--- src/rtl/pcnn_iter_scheduler.sv ---
// pcnn_iter_scheduler
//   Runs the PCNN engine controller over a frame of several iterations. Each
//   iteration soft-resets the engine, pulses its go, and waits for its done
//   pulse under a watchdog. The pulse-feedback ping-pong bank is flipped
//   after every completed iteration.
//
// Ports
//   clk        in   rising-edge system clock
//   rst        in   asynchronous active-high reset
//   start      in   frame request, only looked at while idle
//   iters      in   iterations per frame, latched on an accepted start (0 => 1)
//   abort      in   cancel the current frame
//   eng_done   in   done pulse from the engine controller
//   eng_go     out  go pulse to the engine
//   eng_rst    out  soft reset to the engine
//   bank_sel   out  ping-pong select for the pulse-feedback buffers
//   iter_cnt   out  completed iterations in the current frame
//   busy       out  high whenever not idle
//   frame_done out  one-cycle pulse when a frame finishes normally
//   timeout    out  sticky watchdog error, cleared by the next accepted start
module pcnn_iter_scheduler #(
  parameter int ITER_W  = 6,
  parameter int TO_W    = 16,
  parameter int TIMEOUT = 50000
) (
  input  logic              clk,
  input  logic              rst,
  input  logic              start,
  input  logic [ITER_W-1:0] iters,
  input  logic              abort,
  input  logic              eng_done,
  output logic              eng_go,
  output logic              eng_rst,
  output logic              bank_sel,
  output logic [ITER_W-1:0] iter_cnt,
  output logic              busy,
  output logic              frame_done,
  output logic              timeout
);

  typedef enum logic [2:0] {
    S_IDLE, S_ERST, S_GO, S_WAIT, S_NEXT, S_FIN, S_ERR, S_ABRT
  } state_t;

  // Last watchdog value before expiry: WAIT lasts exactly TIMEOUT cycles.
  localparam logic [TO_W-1:0] WDOG_LAST = TO_W'(TIMEOUT - 1);

  state_t              state_reg, state_next;
  logic [ITER_W-1:0]   iters_lat_reg, iters_lat_next;
  logic [ITER_W-1:0]   iter_cnt_reg, iter_cnt_next;
  logic                bank_sel_reg, bank_sel_next;
  logic                timeout_reg, timeout_next;
  logic [TO_W-1:0]     wdog_reg, wdog_next;
  logic [ITER_W-1:0]   iter_inc;

  assign iter_inc = iter_cnt_reg + ITER_W'(1);

  always_ff @(posedge clk or posedge rst) begin
    if (rst) begin
      state_reg     <= S_IDLE;
      iters_lat_reg <= '0;
      iter_cnt_reg  <= '0;
      bank_sel_reg  <= 1'b0;
      timeout_reg   <= 1'b0;
      wdog_reg      <= '0;
    end else begin
      state_reg     <= state_next;
      iters_lat_reg <= iters_lat_next;
      iter_cnt_reg  <= iter_cnt_next;
      bank_sel_reg  <= bank_sel_next;
      timeout_reg   <= timeout_next;
      wdog_reg      <= wdog_next;
    end
  end

  always_comb begin
    state_next     = state_reg;
    iters_lat_next = iters_lat_reg;
    iter_cnt_next  = iter_cnt_reg;
    bank_sel_next  = bank_sel_reg;
    timeout_next   = timeout_reg;
    wdog_next      = wdog_reg;

    case (state_reg)
      S_IDLE: begin
        if (start) begin
          state_next     = S_ERST;
          iters_lat_next = (iters == '0) ? ITER_W'(1) : iters;
          iter_cnt_next  = '0;
          bank_sel_next  = 1'b0;
          timeout_next   = 1'b0;
        end
      end
      S_ERST: state_next = S_GO;
      S_GO: begin
        state_next = S_WAIT;
        wdog_next  = '0;
      end
      S_WAIT: begin
        wdog_next = wdog_reg + TO_W'(1);
        // A done arriving in the expiry cycle still counts as success.
        if (eng_done) begin
          state_next = S_NEXT;
        end else if (wdog_reg == WDOG_LAST) begin
          state_next   = S_ERR;
          timeout_next = 1'b1;
        end
      end
      S_NEXT: begin
        iter_cnt_next = iter_inc;
        bank_sel_next = ~bank_sel_reg;
        state_next    = (iter_inc == iters_lat_reg) ? S_FIN : S_ERST;
      end
      S_FIN:  state_next = S_IDLE;
      S_ERR:  state_next = S_IDLE;
      S_ABRT: state_next = S_IDLE;
      default: state_next = S_IDLE;
    endcase

    // Abort wins over everything; the cancelled step leaves count, bank and
    // error flag untouched.
    if (abort && state_reg != S_IDLE && state_reg != S_ABRT) begin
      state_next    = S_ABRT;
      iter_cnt_next = iter_cnt_reg;
      bank_sel_next = bank_sel_reg;
      timeout_next  = timeout_reg;
    end
  end

  assign eng_rst    = (state_reg == S_ERST) || (state_reg == S_ERR) ||
                      (state_reg == S_ABRT);
  assign eng_go     = (state_reg == S_GO);
  assign frame_done = (state_reg == S_FIN);
  assign busy       = (state_reg != S_IDLE);
  assign bank_sel   = bank_sel_reg;
  assign iter_cnt   = iter_cnt_reg;
  assign timeout    = timeout_reg;

endmodule

--- config.mk ---
export PLATFORM = sky130hd
export DESIGN_NAME = pcnn_iter_scheduler
export DESIGN_NICKNAME = d
export VERILOG_FILES = /design/src/rtl/pcnn_iter_scheduler.sv
export SDC_FILE = /design/constraint.sdc
export NUM_CORES = 1
export LEC_CHECK = 0
export ABC_AREA = 1
export CAP_MARGIN = 15
export CORE_ASPECT_RATIO = 1.75
export CORE_UTILIZATION = 45
export DETAILED_ROUTE_END_ITERATION = 7
export PLACE_DENSITY = 0.66
export RECOVER_POWER = 100
export SLEW_MARGIN = 0
export SYNTH_ARGS = -nofsm -noshare
export SYNTH_HDL_FRONTEND = slang
export SYNTH_SLANG_ARGS = --single-unit
export TNS_END_PERCENT = 100
--- constraint.sdc ---
create_clock -name clk -period 2.15 [get_ports clk]
set_clock_uncertainty 0.2 [all_clocks]
set_input_delay 0.43 -clock clk [delete_from_list [all_inputs] [get_ports clk]]
set_output_delay 0.43 -clock clk [all_outputs]
set_load 0.03 [all_outputs]
==> flow_summary_export.csv, run 1 <==
group,metric,value,unit
cells_and_area,synthToLayoutAreaGrowth,18.8,%
clock_tree,numCtsBuffers,5,
worst_setup_path,critical_path_arrival,1.48,ns
global_route,use_met3,0.0391,
global_route,busiest_layer,"met2",
floorplanning,row_count,31,
pwr,p_leak,1.08,nW
cells_and_area,nNetsFinal,313,
clock_tree,clockBufferDepth,2,
worst_setup_path,crit_buf_inv,1,
global_route,antenna_found_initial,0,
cells_and_area,antenna_cells,0,
global_route,grt_pass1_vias,1757,
place,hpwl,3.79,mm
routing,wl_per_cell,13.8,um
worst_setup_path,cp_top_family,"buffers and inverters",
place,port_buffers,22,
floorplanning,design.core.area,4150,sq um
routing,num_vias,1883,
hold_path,hp-class,"flip-flop to flip-flop",
floorplanning,die_w,51.7,um
place,placed_cells,342,
clock_tree,cts_root_buf,"clkbuf_8",
cells_and_area,drive_above_1_share,0.0698,
cells_and_area,instances_no_fill,350,
worst_setup_path,cp_max_fo,7,
routing,drt_drc_violations_left,0,
place,gp_congestion,0.906,
clock_tree,cts_tree,"yes",
place,placed_cell_area,2250,sq um
floorplanning,ioPinCount,23,
run_status,status,"finished clean",
global_route,grt_pass1_wl,7.90,mm
synthesis,yosys.area.top_type,"dfrtp_1",
global_route,grt_usage,0.236,
sta,setup_viol,0,
synthesis,yosysTopAreaCellShare,0.424,
clock_tree,hold_buffers,0,
pwr,peakVddDrop,0.830,mV
worst_setup_path,cp.required,1.52,ns
synthesis,yosys_warnings,0,
worst_setup_path,worstSetupPathType,"flip-flop to primary output",
synthesis,synth.area.top_cells,"dfrtp_1 42%, nand2_1 12%, inv_1 8.1%",
cells_and_area,nFillCells,386,
floorplanning,die_h,89.0,um
cells_and_area,stdcell_area,2310,sq um
global_route,grt_use_met2,0.426,
worst_setup_path,reg2reg_slack,0.24,ns
floorplanning,initial_utilization,0.469,
clock_tree,clock_latency,0.29,ns
flow_run,max_cap_violations,0,
global_route,grt_max_degree,34,
worst_setup_path,startpoint_type,"flip-flop",
sta,holdWs,0.276,ns
sta,setup_tns,0,ns
synthesis,synth.ff_latch_count,33,
clock_tree,clkTransAtPathRegs,0.08,ns
sta,finalMaxSlewViolations,0,
clock_tree,clock_sinks,33,
global_route,use_met1,0.247,
synthesis,yosysSeqAreaShare,0.424,
cells_and_area,largest_reg_flops,16,
pwr,power,2.79,mW
sta,slew_headroom,0.455,
routing,drt_iter0_drc,39,
synthesis,synth_area_per_cell,7.29,sq um
synthesis,yosysUniqueCellTypes,29,
floorplanning,dieArea,4600,sq um
sta,worstMarginPinSlew,0.818,ns
global_route,grt_overflow_total,0,
worst_setup_path,critPathSlowestCell,"clkdlybuf4s50_1",
sta,fmax,475,MHz
routing,drt-pass1-iter-count,4,
routing,viasPerCell,5.38,
pwr,powerDensity,1210,nW/um^2
worst_setup_path,crit_path_end_kind,"primary output",
worst_setup_path,cp_slowest_stage_delay,0.72,ns
routing,drtAntennaViolNets,0,
synthesis,synth.net_count,280,
sta,hold_violations,0,
routing,totalWireLength,4.85,mm
worst_setup_path,crit_chain,"clkdlybuf4s50_1",
sta,fin_crit,2.11,ns
synthesis,synthCells,267,
sta,layout_worst_path_cycle_share,0.980,
sta,rsz0062_at_grt,"no",
clock_tree,cts_setup_buffers,0,
synthesis,synth_area,1950,sq um
clock_tree,htreeDepth,2,
[cell families after synthesis]
group,after synthesis,synth area share
multiplexers,2,0.0109
AND/OR/NAND/NOR,139,0.330
buffers and inverters,46,0.0952
XOR/XNOR,2,0.00900
adder cells (fa/ha/maj),2,0.0129
flip-flops,33,0.424
AO/OA/AOI/OAI,43,0.118
[worst register-to-register path, stage by stage, from the launching register on]
cell	delay (ns)
dfrtp_1	0.48
nor2_4	0.14
nand2_1	0.13
nor2_1	0.20
clkbuf_1	0.43
o21ai_0	0.15
o21ai_0	0.10
[report_power, final]
part / switching [mW] / internal, mW / total (mW)
combinational: 0.784 / 0.419 / 1.20
clock: 0.254 / 0.347 / 0.601
sequential: 0.194 / 0.794 / 0.988
total: 1.23 / 1.56 / 2.79
[synth_stat cells (all sizes together)]
cell and instances:
a21oi 9, a31oi 2, buf 3, dfrtp 33
ha 2, inv 43, mux2 1, mux2i 1
nand2 67, nand3 26, nand3b 2, nand4 9
nor2 26, nor3 5, nor4 2, o211ai 1
o21ai 26, o22ai 4, o32ai 1, or2 2
xor2 2
[stage by stage]
stage | util | setup slack, ns
3_5_place_dp | 0.542 | 0.151
2_1_floorplan | - | 0.390
4_1_cts | 0.569 | 0.0140
3_3_place_gp | 0.542 | 0.151
5_1_grt | 0.557 | 0.00974
6_report | 0.557 | 0.0436
[repair_timing]
item	in CTS	in global routing
setup endpoints to repair	2	2
endpoints found under the hold margin	0	0
gates resized for setup	2	2
[final cells by class]
class / count / area [sq um] / area share
clock buffer: 5 / 68.8 / 0.0298
clock inverter: 3 / 46.3 / 0.0200
inverter: 43 / 161 / 0.0698
multi-input combinational: 188 / 916 / 0.396
sequential: 33 / 826 / 0.357
tap: 49 / 61.3 / 0.0265
timing repair buffer: 29 / 233 / 0.101
[routing by layer]
metal / wire length (um) / share of wire
met1: 1790 / 0.37
met2: 2640 / 0.55
met3: 212 / 0.044
met4: 202 / 0.042
met5: 0 / 0
[cells in the final DEF (no fill, tap or decap), types with 2 or more instances in the layout]
cell,synthesis,routed
nand4_1,9,9
buf_4,1,3
clkbuf_2,0,2
xor2_1,2,2
clkdlybuf4s50_1,0,13
nand2_1,64,66
a21oi_1,9,9
nand3_1,26,26
a31oi_1,2,2
nor3_1,3,3
dlygate4sd2_1,0,2
nand3b_1,2,2
nor4_1,2,2
dfrtp_1,33,33
inv_1,42,43
clkbuf_1,0,6
ha_1,2,2
nor2_1,23,24
nor3_2,1,2
o21ai_0,26,26
clkbuf_8,0,5
dlygate4sd3_1,0,3
o22ai_1,4,4
or2_2,2,2
[worst paths after layout]
path / start / endpoint / cells past startpoint
max: iter_cnt[3] / iter_cnt[3] / 1
min in group asynchronous: rst / bank_sel / 3
min: bank_sel / bank_sel / 1
max reg2reg: state_reg[0] / iters_lat_reg[0] / 6
min reg2reg: bank_sel / bank_sel / 1
max in group asynchronous: rst / wdog_reg[12] / 3
No activity file was read; power rests on OpenSTA's default activity.
==> inputs of run 2 (changes only) <==
ABC_AREA = unset   (was 1)
PLACE_DENSITY = 0.67   (was 0.66)
==> run 2 against run 1 <==
Register-to-register slack got worse by 0.13 ns. Die area decreased by 4.3%. Wire length decreased by 3.2%. Area after synthesis decreased by 4.4%. Sequential share of layout area decreased by 0.65 points. Final cell count decreased by 17%. Count of clock-buffer cells in the layout increased by 2. Largest cell class unchanged. Largest power group unchanged.
==> flow_summary_export.csv, run 2 <==
group,metric,value,unit
synthesis,yosysUniqueCellTypes,43,
synthesis,yosys.area.top_type,"dfrtp_1",
sta,layout_worst_path_cycle_share,0.958,
pwr,peakVddDrop,0.776,mV
clock_tree,cts_tree,"yes",
pwr,powerDensity,1230,nW/um^2
synthesis,synth_area,1860,sq um
cells_and_area,layout_common_cells,"33 x dfrtp_1, 25 x nand2_1, 21 x buf_4, 20 x o21ai_0, 18 x nor2_1",
global_route,grt_pass1_wl,7.78,mm
place,placed_cells,282,
routing,viasPerCell,5.80,
floorplanning,die_h,87.0,um
clock_tree,clock_sinks,33,
flow_run,max_cap_violations,0,
hold_path,hp-class,"flip-flop to flip-flop",
place,hpwl,3.49,mm
cells_and_area,final_common_cell,"dfrtp_1",
synthesis,yosys_warnings,0,
sta,finalMaxSlewViolations,0,
floorplanning,initial_utilization,0.476,
run_status,status,"finished clean",
cells_and_area,drive_above_1_share,0.160,
floorplanning,dieArea,4400,sq um
cells_and_area,instances_no_fill,292,
routing,num_vias,1694,
synthesis,synth_common_cells,"33 x dfrtp_1, 25 x nand2_1, 20 x o21ai_0",
global_route,grt_pass1_vias,1798,
place,place_ws,-0.00256,ns
routing,wl_per_cell,16.1,um
pwr,p_leak,1.09,nW
place,gp_congestion,0.894,
cells_and_area,synthToLayoutAreaGrowth,26.6,%
cells_and_area,largest_reg_flops,16,
sta,setup_tns,0,ns
sta,hold_violations,0,
worst_setup_path,crit_buf_inv,1,
sta,worst_slack,0.0901,ns
worst_setup_path,critical_path_arrival,1.43,ns
sta,worstMarginPinSlew,0.832,ns
worst_setup_path,cp_top_family,"buffers and inverters",
sta,fmax,485,MHz
synthesis,yosysMostFrequentCell,"dfrtp_1",
floorplanning,die_w,50.6,um
sta,slew_headroom,0.445,
global_route,grt_max_degree,34,
worst_setup_path,cp_max_fo,5,
clock_tree,htreeDepth,2,
cells_and_area,antenna_cells,0,
synthesis,synth.area.top_cells,"dfrtp_1 44%, o21ai_0 5.4%, nand2_1 5.0%",
routing,drt_drc_violations_left,0,
sta,fin_crit,2.06,ns
worst_setup_path,critPathSlowestCell,"clkdlybuf4s50_1",
worst_setup_path,cp.required,1.52,ns
clock_tree,clkTransAtPathRegs,0.07,ns
routing,drt-pass1-iter-count,4,
floorplanning,ioPinCount,23,
place,port_buffers,22,
pwr,power,2.90,mW
global_route,grt_usage,0.243,
worst_setup_path,crit_path_end_kind,"primary output",
routing,totalWireLength,4.69,mm
synthesis,yosysSeqAreaShare,0.444,
floorplanning,design.core.area,3900,sq um
worst_setup_path,worstSetupPathType,"flip-flop to primary output",
worst_setup_path,startpoint_type,"flip-flop",
clock_tree,clockBufferDepth,2,
synthesis,synth.net_count,216,
synthesis,yosysTopAreaCellShare,0.444,
synthesis,synth.ff_latch_count,33,
floorplanning,row_count,30,
cells_and_area,nNetsFinal,256,
synthesis,synthCells,203,
worst_setup_path,crit_chain,"clkdlybuf4s50_1",
worst_setup_path,cp_slowest_stage_delay,0.71,ns
global_route,antenna_found_initial,0,
clock_tree,clock_latency,0.28,ns
global_route,grt_overflow_total,0,
routing,drtAntennaViolNets,0,
sta,setup_viol,0,
synthesis,synth-edff-count,0,
clock_tree,cts_root_buf,"clkbuf_8",
synthesis,synth_area_per_cell,9.16,sq um
clock_tree,numCtsBuffers,5,
synthesis,async_flop_share,1.00,
synthesis,yosys_most_used_dff,"dfrtp_1",
routing,drt_iter0_drc,30,
run 2: cell types whose count changed in the layout (fill, tap and decap cells not counted), sizes merged, moves of 6 or more:
| cell | delta |
|---|---|
| buf | +18 |
| inv | -35 |
| mux2i | +6 |
| nand2 | -42 |
| nand3 | -18 |
| nor2 | -7 |
| xnor2 | +8 |
run 2: what timing repair did:
item,4_1_cts,5_1_grt
setup buffers,0,2
setup endpoints to repair,1,7
pin swaps,0,1
hold buffers,0,0
cloned,0,0
gates resized for setup,1,6
run 2: final cells by class:
class / instances / area (sq um)
clock buffer: 7 / 86.3
tap: 48 / 60.1
multi-input combinational: 154 / 963
timing repair buffer: 41 / 359
sequential: 33 / 826
inverter: 8 / 30.0
fill: 362 / 1550
clock inverter: 1 / 30.0
run 2: logic make-up after synthesis:
group / Yosys count / synth area share
buffers and inverters: 16 / 0.0410
adder cells (fa/ha/maj): 2 / 0.0135
multiplexers: 12 / 0.0680
AND/OR/NAND/NOR: 83 / 0.227
flip-flops: 33 / 0.444
XOR/XNOR: 12 / 0.0565
AO/OA/AOI/OAI: 45 / 0.149
run 2: worst paths after layout:
check | startpoint | to | slack [ns] | cells after the start
hold reg to reg | bank_sel | bank_sel | 0.31 | 1
max in group asynchronous | rst | iter_cnt[0] | 0.60 | 3
hold / removal | bank_sel | bank_sel | 0.31 | 1
setup / recovery | iter_cnt[4] | iter_cnt[4] | 0.09 | 1
min in group asynchronous | rst | wdog_reg[13] | 0.62 | 3
setup reg to reg | iter_cnt[0] | state_reg[2] | 0.11 | 5
run 2: routing by layer:
metal / GRT usage / wire length [um]
met5: 0 / 0
met4: 0.149 / 118
met3: 0.0366 / 125
met2: 0.472 / 2740
met1: 0.227 / 1710
run 2: power breakdown:
group	switching [mW]	leakage [nW]	internal [mW]	total (mW)
Combinational	0.751	0.607	0.585	1.34
Clock	0.230	0.0585	0.378	0.608
Sequential	0.165	0.427	0.793	0.957
Total	1.15	1.09	1.76	2.90
run 2: metrics by stage:
step | cell area [sq um] | util | hold WS [ns]
5_1_grt | 2350 | 0.603 | 0.328
6_report | 2350 | 0.603 | 0.307
4_1_cts | 2330 | 0.596 | 0.311
3_3_place_gp | 2210 | 0.567 | 0.281
3_5_place_dp | 2210 | 0.567 | 0.303
2_1_floorplan | 1860 | - | 0.288
